`src/rtl/auth_challenge_engine.sv`:
```
// auth_challenge_engine: challenge-response authenticator with failure counting and permanent lockout
//   clk, reset (async, active-low)
//   challenge_in[15:0] : live LFSR word captured on an accepted start
//   start              : begin a round (accepted only in IDLE or DONE)
//   rsp_valid, rsp_byte: response bytes, high byte first
//   chal_valid, chal_byte : challenge bytes streamed out, high byte first
//   busy, pass, fail, locked, fail_cnt[3:0] : round status
module auth_challenge_engine #(
    parameter logic [15:0] KEY       = 16'hA5C3,
    parameter int          MAX_FAILS = 3,
    parameter int          TIMEOUT   = 255
) (
    input  logic        clk,
    input  logic        reset,
    input  logic [15:0] challenge_in,
    input  logic        start,
    input  logic        rsp_valid,
    input  logic [7:0]  rsp_byte,
    output logic        chal_valid,
    output logic [7:0]  chal_byte,
    output logic        busy,
    output logic        pass,
    output logic        fail,
    output logic        locked,
    output logic [3:0]  fail_cnt
);
    typedef enum logic [2:0] {IDLE, CHAL_HI, CHAL_LO, WAIT_HI, WAIT_LO, CHECK, DONE, LOCK} state_t;
    localparam logic [3:0] MAXF = 4'(MAX_FAILS);
    localparam logic [7:0] TMO  = 8'(TIMEOUT);
    state_t      state;
    logic [15:0] c, r, e;
    logic [7:0]  tmo;
    logic [3:0]  fail_next;
    logic        waiting, go_fail;
    assign e         = {c[12:0], c[15:13]} ^ KEY;
    assign fail_next = fail_cnt + 4'd1;
    assign waiting   = (state == WAIT_HI) || (state == WAIT_LO);
    // a mismatch in CHECK and a response timeout share one fail path
    assign go_fail   = ((state == CHECK) && (r != e)) ||
                       (waiting && !rsp_valid && (tmo == TMO - 8'd1));
    always_ff @(posedge clk or negedge reset) begin
        if (!reset) begin
            state      <= IDLE;
            c          <= '0;
            r          <= '0;
            tmo        <= '0;
            chal_valid <= 1'b0;
            chal_byte  <= '0;
            busy       <= 1'b0;
            pass       <= 1'b0;
            fail       <= 1'b0;
            locked     <= 1'b0;
            fail_cnt   <= '0;
        end else if (go_fail) begin
            fail     <= 1'b1;
            busy     <= 1'b0;
            fail_cnt <= fail_next;
            locked   <= (fail_next == MAXF);
            state    <= (fail_next == MAXF) ? LOCK : DONE;
        end else begin
            case (state)
                IDLE, DONE: if (start) begin
                    c          <= challenge_in;
                    pass       <= 1'b0;
                    fail       <= 1'b0;
                    busy       <= 1'b1;
                    chal_valid <= 1'b1;
                    chal_byte  <= challenge_in[15:8];
                    state      <= CHAL_HI;
                end
                CHAL_HI: begin
                    chal_byte <= c[7:0];
                    state     <= CHAL_LO;
                end
                CHAL_LO: begin
                    chal_valid <= 1'b0;
                    chal_byte  <= '0;
                    tmo        <= '0;
                    state      <= WAIT_HI;
                end
                WAIT_HI: if (rsp_valid) begin
                    r[15:8] <= rsp_byte;
                    tmo     <= '0;
                    state   <= WAIT_LO;
                end else begin
                    tmo <= tmo + 8'd1;
                end
                WAIT_LO: if (rsp_valid) begin
                    r[7:0] <= rsp_byte;
                    state  <= CHECK;
                end else begin
                    tmo <= tmo + 8'd1;
                end
                // only a match reaches here; mismatches leave through go_fail
                CHECK: begin
                    pass     <= 1'b1;
                    fail_cnt <= '0;
                    busy     <= 1'b0;
                    state    <= DONE;
                end
                default: ;
            endcase
        end
    end
endmodule

```
`config.mk`:
```
export PLATFORM = sky130hd
export DESIGN_NAME = auth_challenge_engine
export DESIGN_NICKNAME = d
export VERILOG_FILES = /design/src/rtl/auth_challenge_engine.sv
export SDC_FILE = /design/constraint.sdc
export NUM_CORES = 1
export LEC_CHECK = 0
export ABC_CLOCK_PERIOD_IN_PS = 4900
export BUFFER_PORTS_ARGS = -buffer_cell sky130_fd_sc_hd__buf_4
export CELL_PAD_IN_SITES_DETAIL_PLACEMENT = 1
export CELL_PAD_IN_SITES_GLOBAL_PLACEMENT = 2
export CORE_UTILIZATION = 25
export CTS_CLUSTER_SIZE = 30
export DETAILED_ROUTE_END_ITERATION = 6
export PLACE_DENSITY = 0.64
export SLEW_MARGIN = 20
export SYNTH_ARGS = -nofsm -noshare
export SYNTH_HDL_FRONTEND = slang
export SYNTH_SLANG_ARGS = --single-unit
```
`constraint.sdc`:
```
create_clock -name clk -period 4.9 [get_ports clk]
set_input_delay 0.49 -clock clk [delete_from_list [all_inputs] [get_ports clk]]
set_output_delay 0.49 -clock clk [all_outputs]
set_load 0.03 [all_outputs]
```
==> reports/results.txt <==
Most used routing layer in global routing: met2. The min-delay analysis places its worst path in the category in -> async. The residual antenna-violating net count after detailed routing is 0.

The number of placement rows is 39. The flow ran to the end, but the final reports show violations. Of the total power, the share spent switching nets is 36.9%. The wire length of the first global-routing pass is 12.3 mm, and the ratio of final minimum period to clock period is 49.6%.

Global routing used 2.79% of the available met3 tracks. Subtracting the final worst setup slack from the clock period gives 2.43 ns. For the number of antenna violations at the first check in global routing, the log shows 0. Buffers placed on the I/O ports in this run total 44. From synthesis to final layout, the design area changed by 27.3%. After clock tree synthesis, the clock-pin slew on the worst setup and hold paths is 0.05 ns.

At the end of the flow, the number of nets in the layout was 357. The floorplan step defined a die boundary enclosing 12400 um^2. For this run, asynchronously set or reset flops after synthesis account for 100%.

The congestion estimate from routability-driven global placement came to 0.740. The synthesized netlist cell count came out at 278. The via count of the first global-routing pass came out at 2267. Average wire per cell in the routed design: 15.5 um.

The highest clock rate is 412 MHz. The top-area cell type share of the netlist area is 50.4%, and the fraction of final layout cells sized beyond drive strength 1 is 30.0%. The total overflow left after global routing is 0. Synthesis produced a netlist with a net count of 310. The checks that failed: design-rule violations. The synthesized design contains 0 enable-type register cells. For the worst-case hold slack, the log shows 0.242 ns. Summed over all cells, the static leakage comes to 0.00164 uW. Each instance of the synthesized netlist takes up on average 10.7 um^2. The number of setup buffers added after CTS is 0. For the number of hold buffers added after cts, the log shows 0.

Once the clock tree was built, the resizer swapped 0 gates to a different size. The maximum VDD drop is 181 uV. The worst setup path is launched from a flop. CTS placed an instance of sky130_fd_sc_hd__clkbuf_16 at the clock tree root.

Summing every instance area after synthesis gives 2980 um^2. In this run the worst path has a maximum fanout of 23. In this run the horizontal extent of the chip is 111 um.

The sum of net half-perimeters after detailed placement was 5.13 mm; the count of inserted antenna diode cells was 0. Post-synthesis cell type with the largest combined area: sky130_fd_sc_hd__dfrtp_1. The clock network fraction of total power is 27.3%. Setup slack on the critical path of the routed design comes to 2.47 ns. At the pin with the least slew margin, the transition time is 0.951 ns.

The relative max-transition margin was 36.4%; the power density over the cells was 682 nW/um^2. Global routing consumed, on the met1 layer, 17.8% of the routing resources. By startpoint and endpoint, the worst setup path is classified as reg -> reg. Setup violations remaining at the end of the flow were counted as 0. The tools report the DRC violation count after routing as 6. The required time of the worst setup path came out at 5.12 ns.

Before CTS, the worst setup slack after placement is 2.52 ns. In this run, CTS created clock tree buffers numbering 9. The most common cell in the netlist is sky130_fd_sc_hd__dfrtp_1. Setup repair after global routing left no endpoint under its margin. The clock tree buffer depth was 2; the insertion delay of the later-clocked pin in the worst-skew pair was 0.33 ns. In the post-synthesis netlist, the biggest area contributors are sky130_fd_sc_hd__dfrtp_1 (50%), sky130_fd_sc_hd__mux2_2 (12%), sky130_fd_sc_hd__xor2_1 (3.8%), sky130_fd_sc_hd__a21oi_1 (3.7%), sky130_fd_sc_hd__o21ai_0 (2.9%). For this block, the via count after detailed routing is 2197. For this design the top-level I/O count stands at 45. The starting density of the core was 25.9%; the number of clock sinks was 60. The share of total power dissipated in sequential elements is 36.2%. The worst setup path is captured at a flop. The final setup TNS was 0 ns; the portion of the post-synthesis area used by sequential elements was 50.4%. The most common flop cell mapped by yosys was sky130_fd_sc_hd__dfrtp_1. The wire length reported by the detailed router is 7.34 mm.

The count of unique library cells instantiated by Yosys is 46. The fraction of met2 tracks used by global routing is 19.0%, and the number of vias per cell is 4.64. The number of max-slew violations in the final report came out at 0.

Measured along the y axis, the die boundary spans 111 um. Sorting the synthesized cells by how often they occur yields sky130_fd_sc_hd__dfrtp_1 (60), sky130_fd_sc_hd__mux2_2 (32), sky130_fd_sc_hd__a21oi_1 (22), sky130_fd_sc_hd__nor2_1 (22), sky130_fd_sc_hd__nand2_1 (20). On the final layout, the worst clock skew is 0.00639 ns.

During synthesis, Yosys emitted a total of 0 warnings. In this run, the combinational gates consume 36.5% of the power. The H-tree was split into 3 levels. For the number of search-and-repair iterations in the first detailed-routing pass, the log shows 6. Total routing resource utilization after global routing: 13.1%. The number of hold-slack violations in the final timing report is 0, and the critical path data arrival time is 2.65 ns.

Largest net degree at the start of global routing: 61. The tool flagged a number of max-cap violations equal to 0. Synthesis inferred 60 register bits. Internal power comes to 1630 uW.

Summed over all nets, the switching power comes to 953 uW. The tools report the final core area utilization as 32.9%. The run gives 111 as the number of DRC violations after detailed-routing iteration 0. TritonCTS built the clock tree. The core region is 11500 um^2.
power by group through the flow:
stage / registers [uW] / clock network [uW] / logic (uW)
final: 936 / 705 / 943
after floorplan: 966 / 0 / 626
after detailed placement: 948 / 0 / 949
after global placement: 942 / 0 / 931
after global routing: 977 / 736 / 1050
after CTS: 942 / 724 / 952
cell usage in the layout, fill, tap and decap left out, types with 3 or more instances in the layout:
cell	instances
sky130_fd_sc_hd__nor2b_1	12
sky130_fd_sc_hd__ha_1	4
sky130_fd_sc_hd__nor2_1	22
sky130_fd_sc_hd__nand3_1	4
sky130_fd_sc_hd__nand2_1	20
sky130_fd_sc_hd__o21ai_0	17
sky130_fd_sc_hd__nor4_1	4
sky130_fd_sc_hd__clkbuf_16	9
sky130_fd_sc_hd__mux2_2	32
sky130_fd_sc_hd__a21oi_1	22
sky130_fd_sc_hd__and3_1	3
sky130_fd_sc_hd__xor2_1	13
sky130_fd_sc_hd__buf_4	45
sky130_fd_sc_hd__nand2b_1	3
sky130_fd_sc_hd__o22ai_1	3
sky130_fd_sc_hd__xnor2_1	8
sky130_fd_sc_hd__inv_1	8
sky130_fd_sc_hd__dfrtp_1	60
worst paths after layout:
kind                       slack [ns]                     start  cells past startpoint                        to
setup / recovery                 2.47      state[0]$_DFFE_PN0P_                      3          r[6]$_DFFE_PN0P_
min in group clk                 0.39           challenge_in[7]                      2          c[7]$_DFFE_PN0P_
setup reg to reg                 2.47      state[0]$_DFFE_PN0P_                      3          r[6]$_DFFE_PN0P_
hold reg to reg                  0.48  chal_byte[7]$_DFFE_PN0P_                      2  chal_byte[7]$_DFFE_PN0P_
max in group asynchronous        4.14                     reset                      1      state[1]$_DFFE_PN0P_
hold / removal                   0.24                     reset                      1        tmo[0]$_DFFE_PN0P_
stage by stage:
stage	power, uW	instances	cell area (um^2)
after CTS	2620	472	3780
after global placement	1870	456	3450
after global routing	2760	473	3790
final	2580	473	3790
after floorplan	1590	278	2980
after detailed placement	1900	456	3450
layout make-up:
type                            count  area (um^2)
Fill cell                        1293         7720
Sequential cell                    60         1500
Multi-Input combinational cell    201         1410
Timing Repair Buffer               45          338
Clock buffer                       11          253
Tap cell                          143          179
Clock inverter                      5         83.8
Inverter                            8         30.0
registers in the layout, summed over array words and instances (netlist names):
signal and count:
fail_cnt 4, locked 1, r 16, busy 1, chal_valid 1, fail 1, pass 1, c 16
chal_byte 8, tmo 8, state 3
cells by family after synthesis:
logic type               after synthesis  share of synthesized area, %
AND/OR/NAND/NOR                       82                          14.4
AO/OA/AOI/OAI                         60                          12.2
flip-flops                            60                          50.4
multiplexers                          34                          12.8
XOR/XNOR                              21                          6.17
buffers and inverters                 17                          2.39
adder cells (fa/ha/maj)                4                          1.68
routing by layer:
metal,up-vias,share of wire [%]
li1,1072,-
met1,1073,50
met2,41,44
met3,11,4.2
met4,0,2.1
met5,-,0
critical path: stages, from the launching register on:
cell and delay, ns:
sky130_fd_sc_hd__dfrtp_1 0.63, sky130_fd_sc_hd__or3b_4 0.53, sky130_fd_sc_hd__nor2_1 0.73, sky130_fd_sc_hd__mux2_2 0.41
Power figures use the tool's default switching activity.
